**src/rtl/lfsr16.sv**
```systemverilog
// lfsr16: 16-bit maximal-length Fibonacci LFSR, x^16 + x^14 + x^13 + x^11 + 1.
// Latency: a step is visible immediately after the enabled edge; the output comes straight from the state flop.
// Backpressure: none. There is no handshake; enable gates stepping and the word is always valid after reset.
//
// Ports:
//   clk      rising-edge clock, the only clock
//   reset_n  synchronous active-low reset; loads SEED and has priority over enable
//   enable   advance one step on this edge when high, hold when low
//   lfsr     current 16-bit state
module lfsr16 #(
  parameter logic [15:0] SEED = 16'hACE1
) (
  input  logic        clk,
  input  logic        reset_n,
  input  logic        enable,
  output logic [15:0] lfsr
);

  // A zero seed would lock the register at zero forever, so substitute 1.
  localparam logic [15:0] SEED_EFF = (SEED == 16'h0000) ? 16'h0001 : SEED;

  logic [15:0] lfsr_q;
  logic [15:0] lfsr_d;
  logic        fb;

  always_comb begin
    fb     = lfsr_q[15] ^ lfsr_q[13] ^ lfsr_q[12] ^ lfsr_q[10];
    lfsr_d = lfsr_q;
    if (lfsr_q == 16'h0000) begin
      // All-zero is the one state the XOR feedback can never leave; recover to SEED.
      lfsr_d = SEED_EFF;
    end else if (enable) begin
      lfsr_d = {lfsr_q[14:0], fb};
    end
  end

  always_ff @(posedge clk) begin
    if (!reset_n) begin
      lfsr_q <= SEED_EFF;
    end else begin
      lfsr_q <= lfsr_d;
    end
  end

  assign lfsr = lfsr_q;

endmodule

```
**config.mk**
```make
export PLATFORM = sky130hd
export DESIGN_NAME = lfsr16
export DESIGN_NICKNAME = d
export VERILOG_FILES = /design/src/rtl/lfsr16.sv
export SDC_FILE = /design/constraint.sdc
export NUM_CORES = 1
export LEC_CHECK = 0
export ABC_AREA = 1
export BUFFER_PORTS_ARGS = -buffer_cell sky130_fd_sc_hd__buf_4
export CAP_MARGIN = 20
export CORE_MARGIN = 4
export CORE_UTILIZATION = 49
export CTS_CLUSTER_SIZE = 14
export DETAILED_ROUTE_END_ITERATION = 10
export PLACE_DENSITY_LB_ADDON = 0.25
export SETUP_SLACK_MARGIN = 0.3
export SLEW_MARGIN = 20
export SYNTH_ARGS = -nofsm -noshare
export SYNTH_HDL_FRONTEND = slang
export SYNTH_SLANG_ARGS = --single-unit
export TNS_END_PERCENT = 10
```
**constraint.sdc**
```tcl
create_clock -name clk -period 1.09 [get_ports clk]
set_input_delay 0 -clock clk [delete_from_list [all_inputs] [get_ports clk]]
set_output_delay 0 -clock clk [all_outputs]
set_load 0.02 [all_outputs]
```
==> results of run 1 <==
-- kinds of logic (layout without fill, tap and decap cells) --
group / Yosys count / count (layout) / share of synthesized area (%)
AOI/OAI and AO/OA: 4 / 4 / 2.71
buffers and inverters: 10 / 43 / 6.44
DFF: 16 / 16 / 43.4
muxes: 7 / 7 / 9.49
and+or+nand+nor: 56 / 57 / 38.0
-- cell usage in the layout, fill, tap and decap left out, drive strengths merged --
master and count:
buf 29, nand2 27, dlygate4sd3 2, nor2 24, inv 8, nand4 5
dfxtp 16, clkbuf 4, a21oi 4, nand3 1, mux2i 7
-- critical path, stage by stage, from the launching register on --
cell     delay, ps
dfxtp_2        350
nor2_2         140
nand2_2         90
nor2_4         120
nand2_4        120
nand2_4        150
nor2_1          50
-- per-stage QoR --
step	hold slack (ps)	power [mW]	worst slack, ps	TNS (ps)
floorplan	87.8	0.862	101	0
global placement	266	0.955	69.8	0
detailed placement	267	0.961	68.1	0
CTS	-1.93	1.39	50.5	0
global route	7.64	1.55	-98.4	-875
finish	4.97	1.48	-34.2	-151
-- routing by layer --
layer	up-vias	GRT usage, %	routed length (um)	part of all wire [%]
li1	364	-	-	-
met2	24	30.4	1130	50
met3	8	6.51	134	6.0
met1	371	25.2	938	42
met5	-	0	0	0
met4	0	8.29	48	2.1
-- final cells by class --
class	instances	area (um^2)	share of cell area [%]
Inverter	8	37.5	3.18
Clock buffer	4	36.3	3.08
Tap cell	15	18.8	1.59
Sequential cell	16	353	29.9
Timing Repair Buffer	31	320	27.1
Multi-Input combinational cell	68	414	35.1
-- worst max path at each step --
stage,from,depth (start not counted),end,slack (ps)
CTS,lfsr[15],6,lfsr[3],50
finish,lfsr[0],6,lfsr[4],-30
floorplan,lfsr[2],6,lfsr[14],100
detailed placement,lfsr[2],6,lfsr[8],70
global route,lfsr[3],6,lfsr[4],-100
global placement,lfsr[2],6,lfsr[3],70
-- power by group --
part	switching [mW]	internal, mW
combinational	0.200	0.183
clock	0.211	0.204
sequential	0.0500	0.628
-- repair_timing --
action,4_1_cts,5_1_grt
hold buffers,2,0
cloned,1,0
endpoints found under the hold margin,5,0
endpoints found under the setup margin,32,32
gates resized for setup,2,37
pin swaps,5,10
setup buffers,6,5
==> metrics.yaml, run 1 <==
ys.warnings.count: 0
placed_area_um2: 905
hold_viol_final: 0
antenna_found_initial: 0
clkTransAtPathRegs_ps: 110
drive_gt1_share_pct: 57.5
die_h_um: 46.8
r2r_setup_slack_ps: -30
largest_register_ffs: 16
chipWidth_um: 46.8
synth_top_cell_by_area: "dfxtp_1"
grt_pass1_vias: 677
fillers: 72
r2r-start: "lfsr[0]"
ant_nets: 0
crit_arrival_ps: 1310
required_ps: 1280
violations: "setup timing"
clock_path_buffers: 2
drc_errors: 0
cts_tree: "done"
synthesis.area_um2: 738
core-area_um2: 1370
min-delay-start: "reset_n"
hpwl_um: 1150
slew_headroom_pct: 83.4
first_pass_iters: 4
vdd_drop_max_mv: 0.998
numCtsBuffers: 3
final_cell_area_um2: 1180
powerDensity_nw_per_um2: 1250
synthDistinctLibCells: 16
synthArstFlopShare_pct: 0
vias: 767
finalCritPeriodShare_pct: 103
viasPerCell: 5.40
drt_iter0_drc: 12
num_antenna_cells: 0
utilization_pct: 86.4
overflow: 0
cts-root-buf: "clkbuf_4"
max_clock_freq_ghz: 0.890
cts.sinks: 16
setup_viol: 6
r2r-end: "lfsr[4]"
grt_max_degree: 22
syn2layout_area_growth_pct: 59.8
r2r.worst_path.cells: 6
synth_cells: 93
wl_per_cell_um: 15.8
grt_pass1_wl_um: 2990
synth_top_area_share_pct: 43.4
yosys.cell_count.top_type: "nor2_1"
critPathMaxFanout: 7
fin_skew_ps: 14.8
final_nets: 131
status: "finished with violations"
die-area_um2: 2190
synth.net_count: 96
portBuffers: 18
fin_crit_ps: 1120
critPathLaunchType: "flip-flop"
synth_ff_type: "dfxtp_1"
max_slew.worst_pin.slew_ps: 249
p_leak_nw: 0.567
min_to: "lfsr[3]"
placement_rows: 13
gp_congestion: 0.721
layout.cells.non_filler: 142
clk_latency_ps: 310
hold_depth: 3
start_util_pct: 54.0
synth_area_leaders: "dfxtp_1 43%, nor2_1 10%, nand2_1 9.7%, mux2i_1 9.5%, nand2_2 4.2%"
ys_ff_latch: 16
syn_avg_cell_area_um2: 7.94
synth_common_cells: "20 x nor2_1, 19 x nand2_1, 16 x dfxtp_1"
drt-total-wl_um: 2250
crit_path_end_kind: "flip-flop"
finalMaxSlewViolations: 0
place_inst: 124
critPathKind: "reg -> reg"
hold_path.class: "in -> reg"
cap_viol_max_count: 0
ys_seq_area_share_pct: 43.4
io_pins: 19
htreeDepth: 1
rsz0062_at_grt: "yes"
synth-edff-count: 0
setup_ws_ps: -34.2
grt_usage_pct: 19.7
(Power assumes the default switching activity.)
==> run 2, diff against run 1 <==
--- a/config.mk
+++ b/config.mk
@@ -6,7 +6,7 @@
 export NUM_CORES = 1
 export LEC_CHECK = 0
 export ABC_AREA = 1
-export BUFFER_PORTS_ARGS = -buffer_cell sky130_fd_sc_hd__buf_4
+export BUFFER_PORTS_ARGS = -buffer_cell sky130_fd_sc_hd__buf_2
 export CAP_MARGIN = 20
 export CORE_MARGIN = 4
 export CORE_UTILIZATION = 49
==> run 2 against run 1 <==
Clock skew is 4.6 ps lower. Register-to-register slack about the same. Largest power group unchanged. Highest routed layer unchanged. The flow still finishes with violations (setup timing). Worst setup slack better by 10 ps. Clock-buffer cell count did not move. Clock power shrank 4%.
==> metrics.yaml, run 2 (synthesis gave the netlist of run 1 again) <==
utilization_pct: 81.7
hold_viol_final: 0
antenna_found_initial: 0
cts_tree: "done"
slew_headroom_pct: 71.9
crit_path_end_kind: "flip-flop"
numCtsBuffers: 3
layout_commonest_cell: "nand2_1"
fillers: 87
fin_skew_ps: 10.1
grt_pass1_wl_um: 2650
cts-root-buf: "clkbuf_4"
max_slew.worst_pin.slew_ps: 422
drt_iter0_drc: 11
finalCritPeriodShare_pct: 102
htreeDepth: 1
drc_errors: 0
hold_path.class: "in -> reg"
required_ps: 1260
gp_congestion: 0.732
cts.sinks: 16
start_util_pct: 54.0
portBuffers: 18
vias: 735
critPathLaunchType: "flip-flop"
powerDensity_nw_per_um2: 1270
drt-total-wl_um: 1990
setup_ws_ps: -23.9
crit_arrival_ps: 1280
placement_rows: 13
critPathMaxFanout: 7
ant_nets: 0
grt_pass1_vias: 593
overflow: 0
multi_input_area_um2: 434
die-area_um2: 2190
viasPerCell: 5.36
clk_latency_ps: 290
hpwl_um: 1080
final_cell_area_um2: 1120
setup_viol: 6
status: "finished with violations"
wl_per_cell_um: 14.5
first_pass_iters: 4
placed_area_um2: 860
grtUsageMet2_pct: 26.8
chipWidth_um: 46.8
critPathKind: "reg -> reg"
clkTransAtPathRegs_ps: 100
io_pins: 19
violations: "setup timing"
core-area_um2: 1370
rsz0062_at_grt: "yes"
mostFrequentLayoutCells: "19 x nand2_1, 17 x buf_6, 14 x dfxtp_2"
p_leak_nw: 0.535
finalMaxSlewViolations: 0
fin_crit_ps: 1110
drive_gt1_share_pct: 55.7
max_clock_freq_ghz: 0.898
seq_area_um2: 345
cap_viol_max_count: 0
grt.busiest_layer: "met2"
grt_max_degree: 22
grtUsageMet1_pct: 23.4
grt_use_met3_pct: 2.68
largest_register_ffs: 16
vdd_drop_max_mv: 0.994
grt_usage_pct: 17.0
num_antenna_cells: 0
die_h_um: 46.8
final_nets: 126
syn2layout_area_growth_pct: 51.2
clock_path_buffers: 2
[run 2: cell count changes in the layout (fill, tap and decap cells not counted), sizes merged]
cell         before  now
buf              29   26
dlygate4sd3       2    0
[run 2: stage by stage]
step           TNS [ps]  instances  setup WS (ps)  hold WS, ps  power (mW)
2_1_floorplan         0         93            101         87.8       0.862
3_3_place_gp          0        124           79.6          288       0.928
3_5_place_dp          0        124           75.4          290       0.933
4_1_cts               0        134           65.7         19.9        1.34
5_1_grt            -688        137          -82.3         30.2        1.49
6_report          -53.9        137          -23.9         26.7        1.42
[run 2: worst paths after layout]
path | from | to | slack (ps) | cells after the start
setup / recovery | lfsr[0] | lfsr[8] | -20 | 6
hold / removal | reset_n | lfsr[11] | 30 | 2
setup reg to reg | lfsr[0] | lfsr[8] | -20 | 6
hold reg to reg | lfsr[11] | lfsr[11] | 520 | 2
[run 2: what timing repair did]
action / 4_1_cts / 5_1_grt
pin swaps: 7 / 14
hold buffers: 0 / 0
hold endpoints to repair: 0 / 0
buffers inserted: 5 / 3
endpoints found under the setup margin: 32 / 32
cloned: 1 / 0
gates resized for setup: 3 / 42
[run 2: worst max-delay path: stages (launching register included)]
cell and delay, ps:
dfxtp_2 340, nor2_1 110, nand2_1 100, nor2_4 140, nand2_4 120, nand2_8 120, nor2_2 50
[run 2: cell type report]
cell class | instances | area share, %
inverters | 8 | 3.14
repair buffers | 26 | 22.1
multi-input cells | 68 | 38.9
flip-flops and latches | 16 | 30.9
clock buffers | 4 | 3.25
well taps | 15 | 1.68
[run 2: report_power, final]
part / internal, mW / switching (mW) / total [mW]
sequential: 0.631 / 0.0502 / 0.681
combinational: 0.152 / 0.192 / 0.344
clock: 0.203 / 0.193 / 0.397
total: 0.987 / 0.436 / 1.42
[run 2: routing by layer]
layer	share of wire (%)	up-vias	wire (um)
met5	0	-	0
li1	-	355	-
met1	39	337	778
met4	3.7	0	74
met2	50	33	989
met3	7.4	10	147
